===== config.mk =====
export PLATFORM = sky130hd
export DESIGN_NAME = vx_alu_pe_sched_flat
export DESIGN_NICKNAME = d
export VERILOG_FILES = /design/src/rtl/vx_alu_pe_sched_if.sv /design/src/rtl/vx_alu_pe_sched.sv /design/src/flat_wrapper.sv
export SDC_FILE = /design/constraint.sdc
export NUM_CORES = 1
export LEC_CHECK = 0
export ABC_AREA = 1
export CAP_MARGIN = 20
export CORE_AREA = 2 2 161 163
export DETAILED_ROUTE_END_ITERATION = 8
export DIE_AREA = 0 0 163 165
export PLACE_DENSITY = 0.66
export SYNTH_ARGS = -nofsm -noshare
export SYNTH_HDL_FRONTEND = slang
export SYNTH_SLANG_ARGS = --single-unit

===== constraint.sdc =====
create_clock -name clk -period 2.7 [get_ports clk]
set_input_delay 0.81 -clock clk [delete_from_list [all_inputs] [get_ports clk]]
set_output_delay 0.81 -clock clk [all_outputs]
set_load 0.005 [all_outputs]

===== src/rtl/vx_alu_pe_sched_if.sv =====
`default_nettype none
// ---------------------------------------------------------------------------
// vx_alu_pe_sched_if : upstream issue and merged-result handshakes
// rev 1.0
// ---------------------------------------------------------------------------
interface vx_alu_pe_sched_if #(
  parameter int PE_COUNT = 3,
  parameter int DATAW    = 64
);
  localparam int SELW = (PE_COUNT > 1) ? $clog2(PE_COUNT) : 1;

  logic             req_valid;
  logic             req_ready;
  logic [SELW-1:0]  req_pe_sel;
  logic [DATAW-1:0] req_data;

  logic             rsp_valid;
  logic             rsp_ready;
  logic [DATAW-1:0] rsp_data;
  logic [SELW-1:0]  rsp_pe;

  modport master (
    output req_valid, req_pe_sel, req_data, rsp_ready,
    input  req_ready, rsp_valid, rsp_data, rsp_pe
  );

  modport slave (
    input  req_valid, req_pe_sel, req_data, rsp_ready,
    output req_ready, rsp_valid, rsp_data, rsp_pe
  );
endinterface
`default_nettype wire


===== src/rtl/vx_alu_pe_sched.sv =====
`default_nettype none
// ---------------------------------------------------------------------------
// vx_alu_pe_sched : credit-gated issue fan-out and round-robin result merge
// rev 1.0
// ---------------------------------------------------------------------------
module vx_alu_pe_sched #(
  parameter int PE_COUNT     = 3,
  parameter int DATAW        = 64,
  parameter int MAX_INFLIGHT = 4
) (
  input  logic                      clk,
  input  logic                      reset,
  vx_alu_pe_sched_if.slave          bus,
  output logic [PE_COUNT-1:0]       pe_req_valid,
  input  logic [PE_COUNT-1:0]       pe_req_ready,
  output logic [DATAW-1:0]          pe_req_data,
  input  logic [PE_COUNT-1:0]       pe_rsp_valid,
  output logic [PE_COUNT-1:0]       pe_rsp_ready,
  input  logic [PE_COUNT*DATAW-1:0] pe_rsp_data,
  input  logic                      drain_req,
  output logic                      drain_done,
  output logic                      busy,
  output logic                      sel_err
);
  localparam int SELW = (PE_COUNT > 1) ? $clog2(PE_COUNT) : 1;
  localparam int CNTW = $clog2(MAX_INFLIGHT + 1);

  localparam logic [1:0] ST_RUN   = 2'd0;
  localparam logic [1:0] ST_DRAIN = 2'd1;
  localparam logic [1:0] ST_DONE  = 2'd2;

  logic [1:0]          state;
  logic [CNTW-1:0]     cnt [PE_COUNT];
  logic [PE_COUNT-1:0] credit_ok;
  logic [PE_COUNT-1:0] req_fire;
  logic [PE_COUNT-1:0] rsp_fire;
  logic [PE_COUNT-1:0] grant;
  logic [SELW-1:0]     rr_ptr;
  logic [SELW-1:0]     win;
  logic [SELW-1:0]     hi_win;
  logic [SELW-1:0]     lo_win;
  logic [SELW-1:0]     rr_next;
  logic                hi_found;
  logic                any_grant;
  logic                out_free;
  logic                load;
  logic                run;
  logic                sel_ok;
  logic                ready_mux;
  logic                cnt_zero;
  logic                idle;
  logic [DATAW-1:0]    win_data;
  logic                out_valid;
  logic [DATAW-1:0]    out_data;
  logic [SELW-1:0]     out_pe;

  assign run    = (state == ST_RUN);
  assign sel_ok = int'(bus.req_pe_sel) < PE_COUNT;

  generate
    for (genvar i = 0; i < PE_COUNT; i++) begin : g_credit
      assign credit_ok[i] = cnt[i] < CNTW'(MAX_INFLIGHT);
      assign grant[i]     = any_grant && (win == SELW'(i));
    end
  endgenerate

  // An out-of-range select matches no PE, so it can neither issue nor be acknowledged.
  always_comb begin
    pe_req_valid = '0;
    ready_mux    = 1'b0;
    for (int i = 0; i < PE_COUNT; i++) begin
      if (int'(bus.req_pe_sel) == i) begin
        pe_req_valid[i] = bus.req_valid && credit_ok[i] && run;
        ready_mux       = pe_req_ready[i] && credit_ok[i];
      end
    end
  end

  assign bus.req_ready = ready_mux && run;
  assign pe_req_data   = bus.req_data;
  assign req_fire      = pe_req_valid & pe_req_ready;

  // Descending scan leaves the lowest valid index overall and the lowest at/after rr_ptr.
  always_comb begin
    hi_found  = 1'b0;
    any_grant = 1'b0;
    hi_win    = '0;
    lo_win    = '0;
    for (int i = PE_COUNT - 1; i >= 0; i--) begin
      if (pe_rsp_valid[i]) begin
        any_grant = 1'b1;
        lo_win    = SELW'(i);
        if (SELW'(i) >= rr_ptr) begin
          hi_found = 1'b1;
          hi_win   = SELW'(i);
        end
      end
    end
    win = hi_found ? hi_win : lo_win;
  end

  always_comb begin
    win_data = '0;
    for (int i = 0; i < PE_COUNT; i++) begin
      if (grant[i]) win_data = pe_rsp_data[i*DATAW +: DATAW];
    end
  end

  assign rr_next      = (int'(win) == PE_COUNT - 1) ? '0 : win + 1'b1;
  assign out_free     = !out_valid || bus.rsp_ready;
  assign pe_rsp_ready = grant & {PE_COUNT{out_free}};
  assign rsp_fire     = pe_rsp_ready & pe_rsp_valid;
  assign load         = any_grant && out_free;

  always_comb begin
    cnt_zero = 1'b1;
    for (int i = 0; i < PE_COUNT; i++) begin
      if (cnt[i] != '0) cnt_zero = 1'b0;
    end
  end

  assign idle = cnt_zero && !out_valid;
  assign busy = !idle;

  always_ff @(posedge clk) begin
    for (int i = 0; i < PE_COUNT; i++) begin
      if (!reset) begin
        cnt[i] <= '0;
      end else if (req_fire[i] && !rsp_fire[i]) begin
        cnt[i] <= cnt[i] + 1'b1;
      end else if (rsp_fire[i] && !req_fire[i]) begin
        cnt[i] <= cnt[i] - 1'b1;
      end
    end
  end

  always_ff @(posedge clk) begin
    if (!reset) begin
      state      <= ST_RUN;
      out_valid  <= 1'b0;
      out_data   <= '0;
      out_pe     <= '0;
      rr_ptr     <= '0;
      drain_done <= 1'b0;
      sel_err    <= 1'b0;
    end else begin
      if (bus.req_valid && !sel_ok) sel_err <= 1'b1;
      if (load) begin
        out_valid <= 1'b1;
        out_data  <= win_data;
        out_pe    <= win;
        rr_ptr    <= rr_next;
      end else if (bus.rsp_ready) begin
        out_valid <= 1'b0;
      end
      drain_done <= (state == ST_DRAIN) && idle;
      case (state)
        ST_RUN:   if (drain_req) state <= ST_DRAIN;
        ST_DRAIN: if (idle) state <= ST_DONE;
        default:  state <= ST_RUN;
      endcase
    end
  end

  assign bus.rsp_valid = out_valid;
  assign bus.rsp_data  = out_data;
  assign bus.rsp_pe    = out_pe;
endmodule
`default_nettype wire


===== src/flat_wrapper.sv =====
// flat-port wrapper written by rule: the top's interface ports become plain ports
module vx_alu_pe_sched_flat 
#(
  parameter int PE_COUNT     = 3,
  parameter int DATAW        = 64,
  parameter int MAX_INFLIGHT = 4
)
  (clk, reset, pe_req_valid, pe_req_ready, pe_req_data, pe_rsp_valid, pe_rsp_ready, pe_rsp_data, drain_req, drain_done, busy, sel_err, bus_req_valid, bus_req_pe_sel, bus_req_data, bus_rsp_ready, bus_req_ready, bus_rsp_valid, bus_rsp_data, bus_rsp_pe);
  vx_alu_pe_sched_if #(.PE_COUNT(PE_COUNT), .DATAW(DATAW)) bus_i ();
  input  logic clk;
  input  logic reset;
  output logic [PE_COUNT-1:0] pe_req_valid;
  input  logic [PE_COUNT-1:0] pe_req_ready;
  output logic [DATAW-1:0] pe_req_data;
  input  logic [PE_COUNT-1:0] pe_rsp_valid;
  output logic [PE_COUNT-1:0] pe_rsp_ready;
  input  logic [PE_COUNT*DATAW-1:0] pe_rsp_data;
  input  logic drain_req;
  output logic drain_done;
  output logic busy;
  output logic sel_err;
  input wire logic [$bits(bus_i.req_valid)-1:0] bus_req_valid;
  input wire logic [$bits(bus_i.req_pe_sel)-1:0] bus_req_pe_sel;
  input wire logic [$bits(bus_i.req_data)-1:0] bus_req_data;
  input wire logic [$bits(bus_i.rsp_ready)-1:0] bus_rsp_ready;
  output wire logic [$bits(bus_i.req_ready)-1:0] bus_req_ready;
  output wire logic [$bits(bus_i.rsp_valid)-1:0] bus_rsp_valid;
  output wire logic [$bits(bus_i.rsp_data)-1:0] bus_rsp_data;
  output wire logic [$bits(bus_i.rsp_pe)-1:0] bus_rsp_pe;
  assign bus_i.req_valid = bus_req_valid;
  assign bus_i.req_pe_sel = bus_req_pe_sel;
  assign bus_i.req_data = bus_req_data;
  assign bus_i.rsp_ready = bus_rsp_ready;
  assign bus_req_ready = bus_i.req_ready;
  assign bus_rsp_valid = bus_i.rsp_valid;
  assign bus_rsp_data = bus_i.rsp_data;
  assign bus_rsp_pe = bus_i.rsp_pe;
  vx_alu_pe_sched #(.PE_COUNT(PE_COUNT), .DATAW(DATAW), .MAX_INFLIGHT(MAX_INFLIGHT)) u_core (.clk(clk), .reset(reset), .bus(bus_i), .pe_req_valid(pe_req_valid), .pe_req_ready(pe_req_ready), .pe_req_data(pe_req_data), .pe_rsp_valid(pe_rsp_valid), .pe_rsp_ready(pe_rsp_ready), .pe_rsp_data(pe_rsp_data), .drain_req(drain_req), .drain_done(drain_done), .busy(busy), .sel_err(sel_err));
endmodule

# After elaboration in Yosys (flattened, before gate mapping)
# Memory sizes are Yosys's and may differ from the RTL's.
# Index checks and enable logic that the tools add are counted.
dict set report op_classes {
  n_eq_ne 8
  mux 65
  n_reduce_logical 41
  n_addsub 7
  magnitude_cmp 7
  bitwise 9
}
# operator count
set ops {}
lappend ops {{$mux W64} 3}
lappend ops {{$mux W1} 42}
lappend ops {{$mux W2} 13}
lappend ops {{$logic_and A1 B1 Y1} 23}
lappend ops {{$mux W3} 6}
lappend ops {{$add A3 B1 Y3 const B} 3}
lappend ops {{$and A3 B3 Y3} 3}
lappend ops {{$logic_not A1 Y1} 9}
lappend ops {{$lt A3 B3 Y1 const B} 3}
lappend ops {{$reduce_bool A3 Y1} 3}
lappend ops {{$sub A3 B1 Y3 const B} 3}
lappend ops {{$eq A2 B2 Y1 const B} 4}
lappend ops {{$logic_not A2 Y1} 3}
lappend ops {{$or A1 B1 Y1} 6}
lappend ops {{$eq A2 B1 Y1 const B} 2}
lappend ops {{$ge A1 B2 Y1 const A} 2}
lappend ops {{$pmux W2 S2} 1}
lappend ops {{$add A2 B1 Y2 const B} 1}
lappend ops {{$ge A2 B2 Y1 const A} 1}
lappend ops {{$lt A2 B2 Y1 const B} 1}
lappend ops {{$ne A2 B1 Y1 const B} 1}
lappend ops {{$ne A2 B2 Y1 const B} 1}
lappend ops {{$reduce_and A2 Y1} 1}
lappend ops {{$reduce_bool A2 Y1} 1}
lappend ops {{$logic_or A1 B1 Y1} 1}
dict set report word_totals {
  input_bits 269
  n_memories 1
  out_inout_bits 141
  ram_bits 9
  reg_bits 73
  wordCells 145
}
# memory depth width rd rd_ports_with_merged_regs write_ports line
set mem_list {}
lappend mem_list {u_core.cnt 3 3 3 0 3 vx_alu_pe_sched.sv:33} ;# logic [CNTW-1:0] cnt [PE_COUNT];

# Logic depth before layout (Yosys ltp)
dict set report logic_depth {
  depth_word 19
  depth_mapped 12
}

# Least setup slack after synthesis
# Ideal clock, no wire load.
dict set report synth_path {
  path_kind {in2reg}
  startpoint {input pe_rsp_valid[1]}
  endpoint {memory u_core.cnt[2][2] (netlist bit) (data pin)}
  stages 9
  setup_time_ns 0.263
  setup_slack_ns 0.339
  t_required_ns 2.437
  arrival_time_ns 2.099
  path_cell_list {nor2_1 -> a21oi_2 -> inv_2 -> nor2_2 -> nand2_1 -> fa_1 -> xor2_1 -> nand3_1 -> o21ai_0}
}
# item line
set synth_lines {}
lappend synth_lines {{from (decl)} flat_wrapper.sv:15} ;# input logic [PE_COUNT-1:0] pe_rsp_valid;
lappend synth_lines {{to (decl)} vx_alu_pe_sched.sv:33}

# Worst setup path in the final report
dict set report layout_path {
  startpoint {input pe_rsp_valid[0]}
  endpoint {output pe_rsp_ready[0]}
}
dict set report layout_via {
  elab_chain_len 5
}
# item line
set layout_lines {}
lappend layout_lines {{$mux W2 or $mux W1 (tied branches)} vx_alu_pe_sched.sv:90} ;# if (pe_rsp_valid[i]) begin
lappend layout_lines {{$mux W2} vx_alu_pe_sched.sv:99} ;# win = hi_found ? hi_win : lo_win;
lappend layout_lines {{$logic_not A2 Y1} vx_alu_pe_sched.sv:63} ;# assign grant[i] = any_grant && (win == SELW'(i));
lappend layout_lines {{$logic_and A1 B1 Y1 *} vx_alu_pe_sched.sv:63}
lappend layout_lines {{$and A3 B3 Y3 *} vx_alu_pe_sched.sv:111} ;# assign pe_rsp_ready = grant & {PE_COUNT{out_free}};
lappend layout_lines {{to (decl)} flat_wrapper.sv:16} ;# output logic [PE_COUNT-1:0] pe_rsp_ready;
# Mark *: on every way between the ends. The rest lies on a longest branch, timed or not.

==> results_dict.tcl <==
set metrics [dict create \
    total_power_mw 4.23 \
    pin_count 410 \
    final-setup-viol-count 0 \
    yosys-mux-area-fraction 0 \
    synth_area_mm2 0.00592 \
    slew_viol_final 0 \
    syn2layout_area_growth_pct 51.7 \
    synth_flop_cell "dfxtp_1" \
    viasPerCell 4.47 \
    crit_path_frequent_cell "nand2_1" \
    crit_chain "clkdlybuf4s15_2 -> buf_4 -> nor2_1 -> nand2_1 -> nand2_1 -> nand2_2 -> nand3_2 -> inv_2 -> dlygate4sd2_1" \
    maxSlewHeadroom 0.458 \
    synth_compound_gate_area_share 0.0156 \
    yosys-top-cells-area "dfxtp_1, nand2_1, nand3_1" \
    worstSkewPairLatency_ns 0.34 \
    crit_path_max_fanout 3 \
    crit_arrival_ns 1.83 \
    worstSetupPathType "primary input to output port" \
    synth_xor_xnor_area_share 0.00740 \
    grt_overflow 0 \
    worstPathRequired_ns 1.89 \
    async_flop_share 0 \
    synth_fa_ha_area_frac 0.0161 \
    synth_fp_nets 1252 \
    drive_above_1_share 0.0629 \
    utilization 0.359 \
    cp_top_family "buffers and inverters" \
    grt_pass1_wl_um 32800 \
    multiInputGateArea_mm2 0.00286 \
    cts_root_buf "clkbuf_16" \
    hold_viol 0 \
    yosysMostFrequentCell "nand2_1" \
    n_fill_cell 2688 \
    synth_common_cells "nand2_1, nor2_1, nand3_1" \
    dr_total_vias 6740 \
    grt_max_degree 75 \
    yosys.area.top_type_share 0.247 \
    die_w_um 163 \
    fmax_ghz 0.379 \
    yosysSeqAreaShare 0.293 \
    grt_pass1_vias 6487 \
    cts.sinks 82 \
    status "finished, final reports clean" \
    synth_top_area_cell "dfxtp_1" \
    tightest_slew_ns 0.812 \
    cell_internal_pwr_mw 2.86 \
    cp-end-kind "output port" \
    fin_crit_sh 0.978 \
    route.detailed.drc 0 \
    cts_buffers 9 \
    cpPeakStageDelay_ns 0.25 \
    port_buffers 281 \
    wl_um 21900 \
    h-tree-depth 3 \
    cts_buffer_depth 2 \
    avgSynthCellArea_um2 6.06 \
    grt_use_total 0.156 \
    ys_seq_elements 82 \
    synth_enable_flop_cells 9 \
    wl_per_cell_um 14.6 \
    antenna_left 0 \
    p_switching_mw 1.37 \
    power.density_mw_per_mm2 471 \
    synth.distinct_cells 27 \
    worstSetupStartpointType "primary input" \
    instances_no_fill 1508 \
    dp_cells 1489 \
    clkPwrFrac 0.304 \
    leakagePower_nw 4.34 \
    drtPass1Iterations 4 \
    seq_area_mm2 0.00173 \
    path_clk_slew_ns 0.07 \
    maxCapViolCount 0 \
    core-area_mm2 0.0250 \
    fin_crit_ns 2.64 \
    synth_top_family_by_area "simple AND/OR/NAND/NOR gates" \
    globalplace.congestion 0.836 \
    ir_worst_vdd_mv 0.247 \
    cpMaxStageDelayCell "dlygate4sd2_1" \
    rows 58 \
    skew_ns 0.00715 \
    p_seq_frac 0.343 \
    switching_share 0.324 \
    die_area_mm2 0.0269 \
    die_y_um 165 \
    min_path_type "register to register" \
    initial_core_util 0.236 \
    crit_buf_inv 4 \
    p_comb_frac 0.353 \
    hpwl_um 15400 \
    drt_iter0_drc 411 \
    synthSimpleGateAreaFrac 0.433 \
    cts_tree "built" \
    cts_hold_buf 0 \
    nets 1448 \
    ys_warn_count 0 \
    syn_inst 976 \
    antenna_found_initial 1 \
]
==> power groups by stage <==
stage	Clock [mW]	Combinational, mW	Sequential, mW
3_3_place_gp	0	1.49	1.47
4_1_cts	1.35	1.51	1.45
3_5_place_dp	0	1.50	1.48
5_1_grt	1.40	1.65	1.47
2_1_floorplan	0	0.785	1.47
6_report	1.29	1.49	1.45
==> final cells by class <==
class,count,area share
Antenna cell,1,0.000279
Clock buffer,9,0.0251
Clock inverter,7,0.00850
Inverter,152,0.0635
Multi-Input combinational cell,613,0.318
Sequential cell,82,0.193
Tap cell,330,0.0460
Timing Repair Buffer,314,0.345
==> sequential cells by signal, indices dropped and copies added, names as in the netlist <==
register              flops
u_core.bus.rsp_data      64
u_core.bus.rsp_pe         2
u_core.bus.rsp_valid      1
u_core.cnt                9
u_core.drain_done         1
u_core.rr_ptr             2
u_core.sel_err            1
u_core.state              2
==> logic make-up (layout without fill, tap and decap cells) <==
| logic type | count (synthesis) | count (layout) |
|---|---|---|
| xor+xnor | 5 | 5 |
| simple gates | 584 | 584 |
| other cells | 0 | 1 |
| buf+inv | 281 | 482 |
| compound gates | 17 | 17 |
| flops | 82 | 82 |
| fa+ha+maj | 7 | 7 |
==> path summary, 6_finish.rpt <==
kind | endpoint | slack [ns] | cells past startpoint | from
setup reg to reg | u_core.cnt[1][2]$_DFFE_PP_ | 0.54 | 9 | u_core.rr_ptr[1]$_SDFFE_PN0P_
hold / removal | u_core.sel_err$_SDFFE_PN0P_ | 0.45 | 2 | u_core.sel_err$_SDFFE_PN0P_
hold reg to reg | u_core.sel_err$_SDFFE_PN0P_ | 0.45 | 2 | u_core.sel_err$_SDFFE_PN0P_
setup / recovery | pe_rsp_ready[0] | 0.06 | 9 | pe_rsp_valid[0]
==> worst register-to-register path, stage by stage, from the launching register on <==
cell	delay (ns)
dfxtp_1	0.37
nor2_1	0.26
nand2_1	0.11
nand2_2	0.12
buf_4	0.12
buf_4	0.39
inv_2	0.15
nand2_1	0.13
nand2_1	0.06
nand3_1	0.15
==> cells in the final DEF, fill, tap and decap left out, types with 2 or more instances in the layout <==
master / n
nand4_1: 67
clkbuf_2: 2
nor2_2: 3
nand3_1: 142
buf_12: 5
nor4_2: 2
a21oi_1: 9
o21ai_1: 4
nand2_2: 5
nand2_1: 217
edfxtp_1: 9
buf_4: 28
clkinv_4: 2
o21ai_0: 2
clkinv_1: 34
nor2_4: 2
dfxtp_1: 73
dlygate4sd2_1: 11
nor2_1: 140
ha_1: 6
clkdlybuf4s50_1: 267
clkbuf_16: 9
inv_2: 7
a21oi_4: 2
xor2_1: 4
nor4_1: 2
inv_1: 112
==> metal layers <==
| layer | vias up | share of wire | global-route usage |
|---|---|---|---|
| met1 | 3066 | 0.40 | 0.167 |
| met2 | 247 | 0.49 | 0.282 |
| met4 | 0 | 0.031 | 0.0644 |
| li1 | 3373 | - | - |
| met3 | 54 | 0.085 | 0.0532 |
| met5 | - | 0 | 0 |
==> repair_timing <==
item,CTS,global route
gates resized for setup,26,8
pin swaps,5,5
setup buffers,2,0
endpoints found under the setup margin,8,5
==> through the flow <==
step / TNS (ns) / hold WS (ns) / area (µm²) / setup slack, ns
6_report: 0 / 0.454 / 8980 / 0.0607
2_1_floorplan: 0 / 0.447 / 5920 / 0.339
3_5_place_dp: -18.50 / 0.448 / 8640 / -0.539
3_3_place_gp: -15.43 / 0.443 / 8640 / -0.519
5_1_grt: -0.00166 / 0.487 / 8980 / -0.00166
4_1_cts: 0 / 0.458 / 8970 / 0.00782
Power figures use the tool's default switching activity.
